===== config.mk =====
export PLATFORM = sky130hd
export DESIGN_NAME = bram_load_store_unit
export DESIGN_NICKNAME = d
export VERILOG_FILES = /design/src/rtl/bram_load_store_unit.sv
export SDC_FILE = /design/constraint.sdc
export NUM_CORES = 1
export LEC_CHECK = 0
export CAP_MARGIN = 20
export CORE_MARGIN = 8
export CORE_UTILIZATION = 50
export CTS_BUF_LIST = sky130_fd_sc_hd__clkbuf_4 sky130_fd_sc_hd__clkbuf_8
export DETAILED_ROUTE_END_ITERATION = 8
export HOLD_SLACK_MARGIN = 0.08
export PLACE_DENSITY = 0.79
export SETUP_SLACK_MARGIN = 0.4
export SLEW_MARGIN = 20
export SYNTH_ARGS = -nofsm -noshare
export SYNTH_HDL_FRONTEND = slang
export SYNTH_SLANG_ARGS = --single-unit

===== constraint.sdc =====
create_clock -name clk -period 6.58 [get_ports clk]
set_clock_uncertainty 0.1 [all_clocks]
set_input_delay 1.316 -clock clk [delete_from_list [all_inputs] [get_ports clk]]
set_output_delay 1.316 -clock clk [all_outputs]
set_load 0.01 [all_outputs]

===== src/rtl/bram_load_store_unit.sv =====
// Load/store adapter between the core's byte-addressed port and a 32-bit byte-masked BRAM.
// Accesses that straddle a word boundary are split into two consecutive BRAM accesses.
module bram_load_store_unit #(
  parameter int ADDR_WIDTH    = 32,
  parameter int D_DEPTH_WIDTH = 10
) (
  input  logic                     clk,
  input  logic                     rst,
  input  logic                     req_valid,
  output logic                     req_ready,
  input  logic                     req_we,
  input  logic [1:0]               req_size,
  input  logic                     req_unsigned,
  input  logic [ADDR_WIDTH-1:0]    req_addr,
  input  logic [31:0]              req_wdata,
  output logic                     rsp_valid,
  output logic [31:0]              rsp_rdata,
  output logic                     mem_en,
  output logic [3:0]               mem_wr_mask,
  output logic [D_DEPTH_WIDTH-1:0] mem_addr,
  output logic [31:0]              mem_dataIn,
  input  logic [31:0]              mem_dataOut
);

  // state | meaning
  // IDLE  | ready for a request
  // ACC1  | BRAM access to the first (lower) word
  // ACC2  | BRAM access to the next word of a split access
  // FIN   | assemble and extend load data, issue response
  typedef enum logic [1:0] {IDLE, ACC1, ACC2, FIN} state_t;

  state_t                   state;
  logic                     we_q;
  logic [1:0]               size_q;
  logic                     uns_q;
  logic [1:0]               off_q;
  logic [D_DEPTH_WIDTH-1:0] wa_q;
  logic                     split_q;
  logic [3:0]               mask_hi_q;
  logic [31:0]              wdata_hi_q;
  logic [31:0]              lo_q;

  logic [3:0]  base_in;
  logic [7:0]  m8_in;
  logic [63:0] wide_in;
  logic [31:0] lo_word;
  logic [63:0] pair_sh;
  logic [31:0] raw;
  logic [31:0] ext_data;

  logic unused_addr_bits;
  assign unused_addr_bits = ^req_addr[ADDR_WIDTH-1:D_DEPTH_WIDTH+2];

  assign req_ready = (state == IDLE);

  always_comb begin
    base_in = 4'b1111;
    case (req_size)
      2'd0:    base_in = 4'b0001;
      2'd1:    base_in = 4'b0011;
      default: base_in = 4'b1111;
    endcase
    m8_in   = {4'b0000, base_in} << req_addr[1:0];
    wide_in = {32'b0, req_wdata} << {req_addr[1:0], 3'b000};
  end

  // Aligned loads read one word, so both halves of the pair come from the same data.
  always_comb begin
    lo_word  = split_q ? lo_q : mem_dataOut;
    pair_sh  = {mem_dataOut, lo_word} >> {off_q, 3'b000};
    raw      = pair_sh[31:0];
    ext_data = raw;
    case (size_q)
      2'd0:    ext_data = uns_q ? {24'b0, raw[7:0]}  : {{24{raw[7]}}, raw[7:0]};
      2'd1:    ext_data = uns_q ? {16'b0, raw[15:0]} : {{16{raw[15]}}, raw[15:0]};
      default: ext_data = raw;
    endcase
  end

  always_ff @(posedge clk or posedge rst) begin
    if (rst) begin
      state       <= IDLE;
      we_q        <= 1'b0;
      size_q      <= 2'd0;
      uns_q       <= 1'b0;
      off_q       <= 2'd0;
      wa_q        <= '0;
      split_q     <= 1'b0;
      mask_hi_q   <= 4'b0;
      wdata_hi_q  <= 32'b0;
      lo_q        <= 32'b0;
      rsp_valid   <= 1'b0;
      rsp_rdata   <= 32'b0;
      mem_en      <= 1'b0;
      mem_wr_mask <= 4'b0;
      mem_addr    <= '0;
      mem_dataIn  <= 32'b0;
    end else begin
      rsp_valid <= 1'b0;
      case (state)
        IDLE: begin
          if (req_valid) begin
            we_q        <= req_we;
            size_q      <= req_size;
            uns_q       <= req_unsigned;
            off_q       <= req_addr[1:0];
            wa_q        <= req_addr[D_DEPTH_WIDTH+1:2];
            split_q     <= |m8_in[7:4];
            mask_hi_q   <= req_we ? m8_in[7:4] : 4'b0;
            wdata_hi_q  <= wide_in[63:32];
            mem_en      <= 1'b1;
            mem_addr    <= req_addr[D_DEPTH_WIDTH+1:2];
            mem_wr_mask <= req_we ? m8_in[3:0] : 4'b0;
            mem_dataIn  <= wide_in[31:0];
            state       <= ACC1;
          end
        end
        ACC1: begin
          if (split_q) begin
            mem_addr    <= wa_q + D_DEPTH_WIDTH'(1);
            mem_wr_mask <= mask_hi_q;
            mem_dataIn  <= wdata_hi_q;
            state       <= ACC2;
          end else begin
            mem_en      <= 1'b0;
            mem_wr_mask <= 4'b0;
            state       <= FIN;
          end
        end
        ACC2: begin
          lo_q        <= mem_dataOut;
          mem_en      <= 1'b0;
          mem_wr_mask <= 4'b0;
          state       <= FIN;
        end
        FIN: begin
          rsp_rdata <= we_q ? 32'b0 : ext_data;
          rsp_valid <= 1'b1;
          state     <= IDLE;
        end
        default: state <= IDLE;
      endcase
    end
  end

endmodule

=== Word-level counts from Yosys, hierarchy flattened ===
Index checks and enable logic that the tools add are counted.

* $add $sub $neg: 1
* Eq/ne operators: 8
* Shifts and indexed selects: 3
* Mux-type cells: 24
* Reduce and logical (&&, ||, !) cells: 10

{| class="wikitable"
|+ Operators with widths
! operator !! number
|-
| two-way mux 32 bit || 6
|-
| one-hot mux 32 bit (2 select lines) || 2
|-
| << shifter 32 x 5 -> 64 bit || 1
|-
| >> shifter 64 x 5 -> 32 bit || 1
|-
| two-way mux 10 bit || 2
|-
| one-hot mux 10 bit (2 select lines) || 1
|-
| two-way mux 4 bit || 4
|-
| one-hot mux 4 bit (3 select lines) || 1
|-
| adder 10 x 1 -> 10 bit (second input constant) || 1
|-
| one-hot mux 2 bit (4 select lines) || 1
|-
| one-hot mux 4 bit (2 select lines) || 1
|-
| << shifter 4 x 2 -> 8 bit || 1
|-
| equality test 2 x 1 -> 1 bit (second input constant) || 3
|-
| zero test 2 bit || 3
|-
| != test 2 bit (second input constant) || 3
|-
| AND reduction 3 bit || 2
|-
| equality test 2 bit (second input constant) || 2
|-
| two-way mux 1 bit || 4
|-
| AND reduction 2 bit || 2
|-
| OR reduction 4 bit || 1
|-
| one-hot mux 1 bit (3 select lines) || 1
|-
| nonzero test 3 bit || 1
|-
| two-way mux 2 bit || 1
|-
| nonzero test 2 bit || 1
|}

* Register bits: 167
* Input port bits: 103

=== Logic depth before layout (Yosys ltp) ===
Gate-level depths: netlist of the first run.

* Depth in word-level cells: 6
* Depth in mapped cells: 10
* Mapped depth without buffers: 7

=== Worst setup path after synthesis of the first run ===
Ideal clock, no wire load.

* Kind: input to register
* From: input mem_dataOut[31]
* To: register rsp_rdata[16]
* Library setup time: 141 ps
* Arrival: 2548 ps
* Setup slack: 3791 ps
* Cell stages on the path: 7
* Path buffers: 2
* Cells stage by stage: mux2_4 > mux4_2 > nand3_1 > and2_1 > buf_6 > buf_8 > a31oi_1

* Cells in the longest elaborated chain, start to end: 5
* Elaborated cells on any way between the ends: 6

{| class="wikitable"
|+ RTL lines
! what !! RTL line !! text
|-
| from (decl) || 22 || <nowiki>input logic [31:0] mem_dataOut</nowiki>
|-
| two-way mux 32 bit || 69 || <nowiki>lo_word = split_q ? lo_q : mem_dataOut;</nowiki>
|-
| >> shifter 64 x 5 -> 32 bit (*) || 70 || <nowiki>pair_sh = {mem_dataOut, lo_word} >> {off_q, 3'b000};</nowiki>
|-
| two-way mux 32 bit, on equally long branches || 75, 74 ||
|-
| one-hot mux 32 bit (2 select lines) (*) || 73 || <nowiki>case (size_q)</nowiki>
|-
| two-way mux 32 bit (*) || 137 || <nowiki>rsp_rdata <= we_q ? 32'b0 : ext_data;</nowiki>
|-
| to (signal assigned) || 137 ||
|-
| to (decl) || 17 || <nowiki>output logic [31:0] rsp_rdata,</nowiki>
|}

Mark *: on every way between the ends. The rest lies on a longest branch, timed or not.
A chain may end at the register's enable or synchronous reset.

=== Worst setup path after layout of the first run ===
* From: input req_addr[1]
* To: register mem_dataIn[7]

* Cells in the longest elaborated chain, start to end: 3

{| class="wikitable"
|+ RTL lines
! what !! RTL line !! text
|-
| from (decl) || 14 || <nowiki>input logic [ADDR_WIDTH-1:0] req_addr,</nowiki>
|-
| << shifter 32 x 5 -> 64 bit || 64 || <nowiki>wide_in = {32'b0, req_wdata} << {req_addr[1:0], 3'b000};</nowiki>
|-
| two-way mux 32 bit || 102 || <nowiki>if (req_valid) begin</nowiki>
|-
| one-hot mux 32 bit (2 select lines) || 100 || <nowiki>case (state)</nowiki>
|-
| to (signal assigned) || 114 || <nowiki>mem_dataIn <= wide_in[31:0];</nowiki>
|-
| to (signal assigned) || 122 || <nowiki>mem_dataIn <= wdata_hi_q;</nowiki>
|-
| to (decl) || 21 || <nowiki>output logic [31:0] mem_dataIn,</nowiki>
|}

No other way between the ends. The select of a mux whose other input is x is not followed.

==> results.tsv, run 1 <==
stage	metric	value	unit
outcome	status	finished clean	
sta	setup_viol	0	
detailed_routing	drt_wl_total	22290	um
clock_tree	clock_latency	450	ps
layout	layout_common_cells	163 x clkdlybuf4s50_1, 156 x dfrtp_1, 103 x nand2_1	
detailed_routing	drtIter0Drc	505	
layout	syn_to_final_growth	26.42	%
detailed_routing	drc	0	
detailed_routing	postRouteAntennaNets	0	
floorplan	coreArea	16350	um2
setup_path	crit_required	6860	ps
detailed_routing	dr.pass1.iters	5	
sta	tightest_slew	1204	ps
place	placed_cell_area	9982	um2
setup_path	critPathKind	in -> reg	
synth	yosys.area_share.adder	0.007567	
grt	grt_max_degree	60	
sta	rsz0062_at_grt	false	
synth	synth_area_per_cell	10.70	um2
layout	drive_above_1_share	0.1760	
clock_tree	cts_root_buf	clkbuf_8	
clock_tree	cts_hold_buf	0	
clock_tree	cts_sinks	158	
sta	hold_ws	378.3	ps
layout	final_cells	1136	
grt	grt-ovfl-total	0	
pwr	power_density	498.4	nW/um2
floorplan	start_util	0.5057	
layout	multi_input_area	3983	um2
layout	fillers	1347	
pwr	max-vdd-ir-drop	0.2480	mV
setup_path	critPathLaunchType	input port	
grt	grt_antenna_before_repair	1	
clock_tree	clk_path_buf_depth	2	
sta	setup_tns	0	ps
clock_tree	cts_buffers	17	
sta	hold_viol_final	0	
clock_tree	h-tree-depth	4	
sta	slew_viol_final	0	
layout	nets	1011	
setup_path	cp_num_buf_inv	1	
grt	grt_pass1_vias	6650	
place	dp_hpwl	15400	um
floorplan	die_area	20910	um2
grt	grt_use_met3	0.06966	
synth	synthXorXnorAreaFrac	0.008475	
layout	layout_commonest_cell	clkdlybuf4s50_1	
setup_path	r2r_end	rsp_rdata[21]	
synth	synth_edf_count	0	
place	place_congestion	0.8252	
pwr	power	5210	uW
synth	ys_warn_count	0	
place	io_buffers	163	
setup_path	worst_r2r_path_depth	6	
grt	met1_usage	0.2789	
floorplan	die_x	144.6	um
synth	synth_mux_area_frac	0.2362	
sta	fin_crit_sh	0.5242	
setup_path	rrSetupSlack	3760	ps
detailed_routing	vias	6540	
synth	synth.distinct_cells	43	
detailed_routing	avgViaCountPerCell	5.757	
floorplan	io_pins	184	
hold_path	hold_path_depth	2	
synth	async_flop_share	1.000	
clock_tree	path_clk_slew	80	ps
synth	synth_top_family_by_area	multiplexers	
detailed_routing	wl_per_cell	19.62	um
layout	seqCellArea	3959	um2
setup_path	worst_setup_path_end_kind	flip-flop	
setup_path	cp_top_family	simple AND/OR/NAND/NOR gates	
synth	postSynthCellCount	773	
hold_path	hold_path.class	reg -> reg	
setup_path	critPathMaxFanout	23	
synth	syn_area	8268	um2
grt	grt_pass1_wl	35400	um
flow_run	drv_cap	0	
synth	ys_seq_area_frac	0.4782	
sta	max_slew_margin	0.1912	
layout	postLayoutCellArea	10450	um2
hold_path	holdPathEnd	mem_addr[2]	
setup_path	cp_slowest_stage_delay	1130	ps
grt	grt_usage	0.2185	
setup_path	cp.arrival	3730	ps
sta	min_period	3449	ps
setup_path	cp_cell_sequence	clkdlybuf4s50_1 -> nor3_1 -> a221oi_1 -> nor2_1	
synth	synthSimpleGateAreaFrac	0.09004	
floorplan	rows	47	
clock_tree	ctsResizeCount	0	
synth	syn-num-nets	881	
pwr	p_leak	0.004381	uW
clock_tree	cts_tree	built	
setup_path	crit_path_top_delay_cell	nor3_1	
clock_tree	post_cts_buffers	0	
synth	synth_seq_cells	158	
setup_path	rr_startpoint	split_q	
sta	fmax	0.2899	GHz
synth	synth_ff_type	dfrtp_1	
hold_path	min-delay-start	mem_addr[2]	
grt	top_usage_layer	met2	
floorplan	die_height	144.6	um
grt	grt_use_met2	0.3418	
place	dp.cells	1104	
synth	synth_compound_area_frac	0.1388	
[power by group]
group          total [uW]  internal (uW)  leakage, uW  switching, uW
combinational        2530           1310      0.00220           1220
clock                 845            486     0.000238            360
sequential           1840           1440      0.00194            393
total                5210           3240      0.00438           1970
[cell families after synthesis]
family,after synthesis
AO/OA/AOI/OAI,184
XOR/XNOR,8
adder cells (fa/ha/maj),5
buffers and inverters,76
flip-flops,158
multiplexers,161
AND/OR/NAND/NOR,181
[per-layer routing]
layer	vias to the layer above	routed length (um)
li1	3047	-
met1	3216	9584
met2	241	10510
met3	36	1768
met4	0	426
met5	-	0
[how the worst max path moves through the flow]
stage,cells after the start,to,startpoint,slack [ps]
floorplan,1,lo_q[0],rst,900
global placement,5,mem_dataIn[10],req_addr[0],2750
detailed placement,5,mem_dataIn[10],req_addr[0],2810
CTS,3,req_ready,state[1],3230
global route,4,mem_dataIn[5],req_addr[1],3110
finish,4,mem_dataIn[7],req_addr[1],3130
[final cells by class]
class | instances | share of cell area
antenna | 1 | 0.0002394
clock buffer | 22 | 0.02717
clock inverter | 9 | 0.01736
inverter | 13 | 0.005147
multi-input combinational | 539 | 0.3810
sequential | 158 | 0.3787
tap | 220 | 0.02633
timing repair buffer | 174 | 0.1640
[registers in the layout, indices dropped and copies added (netlist names)]
register,flops
lo_q,32
mask_hi_q,3
mem_addr,10
mem_dataIn,32
mem_en,1
mem_wr_mask,4
off_q,2
rsp_rdata,32
rsp_valid,1
size_q,2
split_q,1
state,2
uns_q,1
wa_q,10
wdata_hi_q,24
we_q,1
[stage by stage]
step | util | setup WS (ps)
3_3_place_gp | 0.6106 | 2746
5_1_grt | 0.6394 | 3111
4_1_cts | 0.6391 | 3230
3_5_place_dp | 0.6106 | 2806
2_1_floorplan | - | 900.8
6_report | 0.6394 | 3131
[tightest hold or removal path: stages, from the launching register on]
cell     delay [ps]
dfrtp_1         340
nand2_1          40
o21ai_0          60
[synth_stat cells (5+ instances only)]
master	number	area, um2
dfrtp_1	158	3954
nand2_1	104	390.4
mux2_2	91	1025
o21ai_0	88	440.4
mux2i_1	50	500.5
nor2_1	49	183.9
clkbuf_1	33	123.9
buf_2	17	85.08
mux4_2	17	382.9
a221oi_1	16	140.1
a22o_1	16	140.1
a31oi_1	16	100.1
inv_1	13	48.80
a21oi_1	11	55.05
a22oi_1	10	75.07
buf_1	9	33.78
o22ai_1	9	56.30
nand3_1	7	35.03
o211ai_1	7	52.55
ha_1	5	62.56
nor2b_1	5	31.28
xor2_1	5	43.79
(Power assumes the default switching activity.)
==> run 2, diff against run 1 <==
==> constraint.sdc (replaced) <==
create_clock -name clk -period 3.3 [get_ports clk]
set_clock_uncertainty 0.1 [all_clocks]
set_input_delay 0.66 -clock clk [delete_from_list [all_inputs] [get_ports clk]]
set_output_delay 0.66 -clock clk [all_outputs]
set_load 0.01 [all_outputs]
==> run 2 against run 1 <==
Against the previous run:
- sequential power up 95%
- non-clock buffer count up 8
- critical path depth down 1
- clock power up 78%
- largest power group unchanged
- hold slack better by 4.1 ps
- setup slack worse by 2500 ps
- flip-flop and latch count unchanged
- count of clock-buffer cells in the layout down 5
==> results.tsv, run 2 (synthesis results as in run 1) <==
stage	metric	value	unit
clock_tree	path_clk_slew	80	ps
layout	seqCellArea	3956	um2
layout	multi_input_area	3983	um2
layout	fillers	1335	
floorplan	die_x	144.6	um
pwr	p_leak	0.004406	uW
detailed_routing	maxUsedRoutingLayer	met4	
setup_path	cp.arrival	1890	ps
setup_path	cp_cell_sequence	inv_1 -> ha_1 -> clkdlybuf4s50_1	
outcome	status	finished clean	
clock_tree	cts_sinks	158	
grt	grt-ovfl-total	0	
grt	grt_max_degree	58	
sta	hold_viol_final	0	
floorplan	coreArea	16350	um2
grt	grt_pass1_wl	35020	um
detailed_routing	met2_length	10380	um
setup_path	cp_top_family	buffers and inverters	
clock_tree	clock_latency	460	ps
floorplan	start_util	0.5057	
place	dp.cells	1112	
floorplan	io_pins	184	
layout	syn_to_final_growth	27.15	%
clock_tree	clk_path_buf_depth	2	
detailed_routing	dr.pass1.iters	7	
detailed_routing	postRouteAntennaNets	0	
setup_path	worst_setup_path_end_kind	output port	
setup_path	cp_slowest_stage_delay	600	ps
layout	reg_top3	lo_q: 32 flops, mem_dataIn: 32 flops, rsp_rdata: 32 flops	
detailed_routing	drc	0	
floorplan	die_height	144.6	um
layout	layout_common_cells	163 x clkdlybuf4s50_1, 156 x dfrtp_1, 103 x nand2_1	
setup_path	crit_path_top_delay_cell	clkdlybuf4s50_1	
place	io_buffers	163	
grt	grt_usage	0.2154	
layout	drive_above_1_share	0.1813	
sta	tightest_slew	1073	ps
setup_path	critPathKind	reg -> out	
detailed_routing	vias	6540	
detailed_routing	avgViaCountPerCell	5.727	
layout	postLayoutCellArea	10510	um2
detailed_routing	wl_met1	9480	um
layout	final_cells	1142	
place	place_congestion	0.8611	
pwr	power	10270	uW
pwr	max-vdd-ir-drop	0.5016	mV
floorplan	die_area	20910	um2
clock_tree	post_cts_buffers	0	
sta	rsz0062_at_grt	false	
setup_path	crit_required	2540	ps
setup_path	critPathMaxFanout	8	
sta	max_slew_margin	0.2788	
layout	layout_commonest_cell	clkdlybuf4s50_1	
grt	grt_antenna_before_repair	1	
sta	fin_crit_sh	0.8016	
layout	nets	1019	
sta	min_period	2645	ps
place	dp_hpwl	15480	um
sta	setup_viol	0	
hold_path	hold_path.class	reg -> reg	
detailed_routing	wl_per_cell	19.11	um
flow_run	drv_cap	0	
setup_path	cp_num_buf_inv	2	
sta	slew_viol_final	0	
clock_tree	h-tree-depth	4	
detailed_routing	wl_met3	1687	um
setup_path	critPathLaunchType	flip-flop	
floorplan	rows	47	
detailed_routing	drt_wl_total	21820	um
pwr	power_density	977.3	nW/um2
sta	fmax	0.3780	GHz
clock_tree	cts_root_buf	clkbuf_8	
detailed_routing	drtIter0Drc	550	
clock_tree	cts_buffers	17	
grt	grt_pass1_vias	6616	
place	placed_cell_area	10100	um2
clock_tree	cts_hold_buf	0	
sta	setup_tns	0	ps
clock_tree	ctsResizeCount	0	
clock_tree	cts_tree	built	
run 2: cell count changes in the layout (fill, tap and decap cells not counted), moves of 2 or more:
cell,change
inv_6,-3
clkinv_2,+3
clkbuf_4,-3
clkinvlp_4,+3
buf_4,+3
clkbuf_8,-2
buf_12,+5
run 2: cell type report:
class | count | area share
Antenna cell | 1 | 0.0002380
Clock buffer | 17 | 0.02226
Timing Repair Buffer | 182 | 0.1747
Inverter | 13 | 0.004999
Clock inverter | 12 | 0.01642
Multi-Input combinational cell | 539 | 0.3788
Tap cell | 220 | 0.02618
Sequential cell | 158 | 0.3763
run 2: metal layers:
| layer | GRT usage | vias to the layer above |
|---|---|---|
| met2 | 0.3332 | 249 |
| met1 | 0.2887 | 3213 |
| met5 | 0 | - |
| met4 | 0.06900 | 0 |
| met3 | 0.05777 | 22 |
| li1 | - | 3056 |
run 2: stage by stage:
stage               setup WS [ps]  hold slack, ps    util
detailed placement          547.7           364.0  0.6180
global route                529.7           405.7  0.6430
floorplan                   539.1           349.8       -
finish                      654.6           382.4  0.6430
CTS                         592.1           383.1  0.6429
global placement            586.3           352.1  0.6180
run 2: worst paths after layout:
check / from / end / slack, ps / depth (start not counted)
setup / recovery: state[1] / req_ready / 650 / 3
hold / removal: mem_dataIn[22] / mem_dataIn[22] / 380 / 2
setup reg to reg: split_q / rsp_rdata[24] / 800 / 5
hold reg to reg: mem_dataIn[22] / mem_dataIn[22] / 380 / 2
max in group asynchronous: rst / lo_q[4] / 1760 / 3
min in group asynchronous: rst / lo_q[26] / 560 / 2
run 2: where the power goes:
group | switching, uW | internal [uW]
registers | 702 | 2880
clock network | 697 | 807
logic | 2500 | 2690
run 2: tightest hold or removal path, cell delays in order (launching register included):
cell and delay, ps:
dfrtp_1 350, nand2_1 50, nand2_1 50
==> RTL change 1, RTL diff (settings of run 1) <==
The 4 states of `state_t` get a one-hot encoding in 4 bits.
--- a/src/rtl/bram_load_store_unit.sv
+++ b/src/rtl/bram_load_store_unit.sv
@@ -27,7 +27,7 @@
   // ACC1  | BRAM access to the first (lower) word
   // ACC2  | BRAM access to the next word of a split access
   // FIN   | assemble and extend load data, issue response
-  typedef enum logic [1:0] {IDLE, ACC1, ACC2, FIN} state_t;
+  typedef enum logic [3:0] {IDLE = 4'b0001, ACC1 = 4'b0010, ACC2 = 4'b0100, FIN = 4'b1000} state_t;
 
   state_t                   state;
   logic                     we_q;
Behaviour: no difference found for any inputs over 4 cycles, from zero or initial values and one cycle with rst high; so few cycles prove little.
==> RTL change 1 against run 1 <==
  * Total power down 5.3%
  * Synthesized area rose by 1.5%
  * Utilization up 0.36 points
  * Sequential share of layout area hardly changed
  * First-iteration DRC count up 23%
  * Routed wire length is 4.3% higher
  * Worst hold slack got worse by 0.011 ns
  * Critical path depth decreased by 2
  * Worst setup slack got worse by 0.025 ns
  * Non-clock buffer count down 1
  * Clock power hardly changed
  * Final area up 1.3%
  * Sequential cell count grew 2
  * Highest routed layer is now met5
==> RTL change 1: results (changes against run 1) <==
metric,value,unit,change
status,"finished, final reports clean",,unchanged
grt_pass1_wl,37.9,mm,was 35.4 mm
totalWireLength,23.3,mm,was 22.3 mm
regToRegSetupSlack,3.62,ns,was 3.76 ns
inverters,18,,was 13
drive_above_1_share,11.7,%,was 17.6%
ff_latch_area,4010,µm²,was 3960 µm²
num-nonclk-buffers,173,,was 174
avgSynthCellArea,9.29,µm²,was 10.7 µm²
slowest_delay,0.65,ns,was 1.13 ns
ys_types,53,,was 43
dpl_worst_slack,2.97,ns,was 2.81 ns
r2r-end,mem_addr[1],,was rsp_rdata[21]
p_leak,4.76,nW,was 4.38 nW
n_fill_cell,1376,,was 1347
grt_usage,22.1,%,was 21.9%
max-vdd-ir-drop,0.000278,V,was 0.000248 V
antenna_found_initial,4,,was 1
clock_path_buffers,2,,unchanged
place.gp.congestion,0.832,,was 0.825
post-dp-hpwl,16.1,mm,was 15.4 mm
worstReg2RegStart,state[2],,was split_q
place_area,10100,µm²,was 9980 µm²
seq_cells,160,,was 158
slew_headroom,36.8,%,was 19.1%
dp_cells,1229,,was 1104
cp_top_family,buffers and inverters,,was simple AND/OR/NAND/NOR gates
synth_area_leaders,"dfrtp_1, nand2_1, mux2_2, mux2i_1, o21ai_0",,"was dfrtp_1, mux2_2, mux2i_1, o21ai_0, nand2_1"
reg_top3,"lo_q x32, mem_dataIn x32, rsp_rdata x32",,unchanged
critPathCapture,req_ready,,was mem_dataIn[7]
worstPathArrival,2.06,ns,was 3.73 ns
vias,7167,,was 6540
yosysSeqAreaShare,47.7,%,was 47.8%
critPathLaunch,state[0],,was req_addr[1]
clockNetworkAreaShare,4.40,%,was 4.45%
cp_max_fo,6,,was 23
grt_pass1_vias,6929,,was 6650
grt_max_degree,110,,was 60
bufAreaShareNonClock,16.0,%,was 16.4%
worst-r2r-cell-count,5,,was 6
wl_per_cell,18.4,µm,was 19.6 µm
syn-num-nets,1007,,was 881
multi_input_cells,658,,was 539
synth_warnings,0,,unchanged
crit_path_top_delay_cell,clkdlybuf4s50_1,,was nor3_1
yosys-top-cells-count,"nand2_1, dfrtp_1, o21ai_0",,"was dfrtp_1, nand2_1, mux2_2"
worstHoldPathType,flop to flop,,unchanged
fin_nets,1132,,was 1011
min_period,3.47,ns,was 3.45 ns
multi_input_area_share,38.4,%,was 38.1%
drt-initial-drc-count,621,,was 505
## RTL change 1: logic make-up (layout without fill, tap and decap cells)
family	after synthesis	count (layout)	share of synthesized area [%]
AND/OR/NAND/NOR	369	369	18.4
flip-flops	160	160	47.7
multiplexers	100	100	14.8
other	0	1	0
XOR/XNOR	8	8	0.835
AO/OA/AOI/OAI	180	180	14.0
buffers and inverters	85	223	4.01
adder cells (fa/ha/maj)	1	1	0.149
## RTL change 1: per-layer routing
| layer | GRT usage [%] | up-vias | routed length (µm) |
|---|---|---|---|
| met4 | 6.19 | 6 | 364 |
| li1 | - | 3399 | - |
| met1 | 30.0 | 3466 | 10200 |
| met3 | 8.21 | 30 | 2110 |
| met2 | 32.5 | 266 | 10500 |
| met5 | 0 | - | 44 |
## RTL change 1: power breakdown
group / internal (mW) / total [mW] / switching [mW]
registers: 1.45 / 1.77 / 0.320
logic: 1.10 / 2.32 / 1.22
clock network: 0.457 / 0.845 / 0.387
## RTL change 1: worst min-delay path by stage
stage | end | start | slack, ns
CTS | wdata_hi_q[21] | wdata_hi_q[21] | 0.37
finish | wdata_hi_q[21] | wdata_hi_q[21] | 0.37
global placement | wdata_hi_q[21] | wdata_hi_q[21] | 0.34
detailed placement | wdata_hi_q[21] | wdata_hi_q[21] | 0.35
floorplan | wdata_hi_q[16] | wdata_hi_q[16] | 0.33
global route | wdata_hi_q[14] | wdata_hi_q[14] | 0.40
## RTL change 1: worst min-delay path: stages, from the launching register on
cell     delay (ns)
dfrtp_1        0.34
nand2_1        0.05
nand2_1        0.05
## RTL change 1: through the flow
stage / utilization [%] / hold slack, ns
global placement: 61.4 / 0.344
CTS: 64.2 / 0.370
detailed placement: 61.4 / 0.350
finish: 64.3 / 0.368
global route: 64.3 / 0.404
floorplan: - / 0.333
==> RTL change 2, RTL diff (flow settings as in run 1) <==
Made on the original files. Reset style: synchronous (`rst`), changed in one clocked block.
--- a/src/rtl/bram_load_store_unit.sv
+++ b/src/rtl/bram_load_store_unit.sv
@@ -77,7 +77,7 @@
     endcase
   end
 
-  always_ff @(posedge clk or posedge rst) begin
+  always_ff @(posedge clk) begin
     if (rst) begin
       state       <= IDLE;
       we_q        <= 1'b0;
Function: differs if rst is asserted again (counterexample within 4 cycles, from zero or initial values and one cycle with rst high); with rst held inactive, the same outputs for 4 cycles.
==> RTL change 2 against run 1 <==
  * Worst setup slack improved by 0.095 ns
  * Final area fell by 1.1%
  * Total power fell by 28%
  * Sequential share of layout area fell by 7.2 points
  * Global-route usage rose by 0.41 points
  * Routed wire length rose by 5.7%
  * Utilization fell by 0.95 points
  * Sequential cell count did not move
  * Register-to-register slack got worse by 0.45 ns
  * Synthesized area rose by 0.15%
  * Critical path depth rose by 1
  * Sequential power fell by 28%
  * Non-clock buffer count fell by 2
  * Critical path type unchanged
  * Largest cell class unchanged
==> RTL change 2: results (changes against run 1) <==
metric,value,unit,change
worstReg2RegStart,state[1],,was split_q
switchingPower,1.42,mW,was 1.97 mW
slew_violations,0,,unchanged
p_leak,3.62,nW,was 4.38 nW
fin_nets,1107,,was 1011
power.internal,2.34,mW,was 3.24 mW
cts-root-buf,clkbuf_8,,unchanged
regToRegSetupSlack,3.31,ns,was 3.76 ns
async_flop_share,0,%,was 100%
cp_max_fo,19,,was 23
grt_max_degree,81,,was 60
max-vdd-ir-drop,0.000175,V,was 0.000248 V
yosys-top-cells-count,"dfxtp_1, nor2_1, nand2_1",,"was dfrtp_1, nand2_1, mux2_2"
critPathCapture,wdata_hi_q[15],,was mem_dataIn[7]
ys_types,55,,was 43
pg_clk,0.755,mW,was 0.845 mW
drtPass1Iterations,5,,unchanged
worst_slew_pin_slew,1.11,ns,was 1.20 ns
yosysSeqAreaShare,38.2,%,was 47.8%
antenna_found_initial,0,,was 1
syn-num-nets,992,,was 881
drive_above_1_share,13.4,%,was 17.6%
grt_pass1_vias,6954,,was 6650
critPathLaunch,req_addr[1],,unchanged
cts.repair.resized,0,,unchanged
wl_per_cell,19.1,µm,was 19.6 µm
dpl_worst_slack,2.82,ns,was 2.81 ns
p_seq,1.33,mW,was 1.84 mW
ctsHtreeMaxLevel,4,,unchanged
worstPathArrival,3.67,ns,was 3.73 ns
grt_pass1_wl,36.4,mm,was 35.4 mm
synth_area_leaders,"dfxtp_1, mux2i_1, mux4_2, mux2_2, nor2_1",,"was dfrtp_1, mux2_2, mux2i_1, o21ai_0, nand2_1"
postCtsSetupRepairBufs,0,,unchanged
syn_inst,884,,was 773
slowest_delay,0.93,ns,was 1.13 ns
worst-r2r-cell-count,7,,was 6
numCtsBuffers,17,,unchanged
place_area,9920,µm²,was 9980 µm²
worstSkewPairLatency,0.47,ns,was 0.45 ns
final_cell_count_no_fill,1232,,was 1136
status,"finished, final reports clean",,unchanged
place.gp.congestion,0.831,,was 0.825
via_per_inst,5.94,,was 5.76
io_buffers,163,,unchanged
crit_path_top_delay_cell,clkdlybuf4s50_1,,was nor3_1
drt-initial-drc-count,485,,was 505
maxCapViolations,0,,unchanged
r2r-end,mem_dataIn[10],,was rsp_rdata[21]
fin_ws,3.23,ns,was 3.13 ns
grt_usage,22.3,%,was 21.9%
hold_ws,0.357,ns,was 0.378 ns
reg_top3,"lo_q x32, mem_dataIn x32, rsp_rdata x32",,unchanged
clock_path_buffers,2,,unchanged
hold_path_depth,2,,unchanged
post-dp-hpwl,16.3,mm,was 15.4 mm
hold_start,mem_dataIn[22],,was mem_addr[2]
min_to,mem_dataIn[22],,was mem_addr[2]
[RTL change 2: layout make-up]
cell class                      count  area, µm²
Clock inverter                     10        140
Clock buffer                       21        270
Sequential cell                   158       3170
Tap cell                          220        275
Inverter                           16       60.1
Fill cell                        1375       6070
Multi-Input combinational cell    634       4720
Antenna cell                        1       2.50
Timing Repair Buffer              172       1700
[RTL change 2: cells by family after synthesis]
group / synth area share [%]
AOI/OAI and AO/OA: 18.2
adders and majority gates: 0.756
and+or+nand+nor: 15.6
muxes: 22.0
buffers and inverters: 4.90
DFF: 38.2
xor gates and xnor gates: 0.317
[RTL change 2: routing by layer]
metal	global-route usage, %	vias to the layer above	part of all wire, %
met5	0	-	0
met4	8.76	0	2.2
met3	5.02	39	7.3
met2	35.8	252	47
met1	28.6	3538	43
li1	-	3493	-
[RTL change 2: worst max-delay path, delay by kind of cell]
| kind | cells | cell delay, ns |
|---|---|---|
| AOI/OAI and AO/OA | 1 | 0.16 |
| buffers and inverters | 2 | 1.33 |
| and+or+nand+nor | 2 | 0.86 |
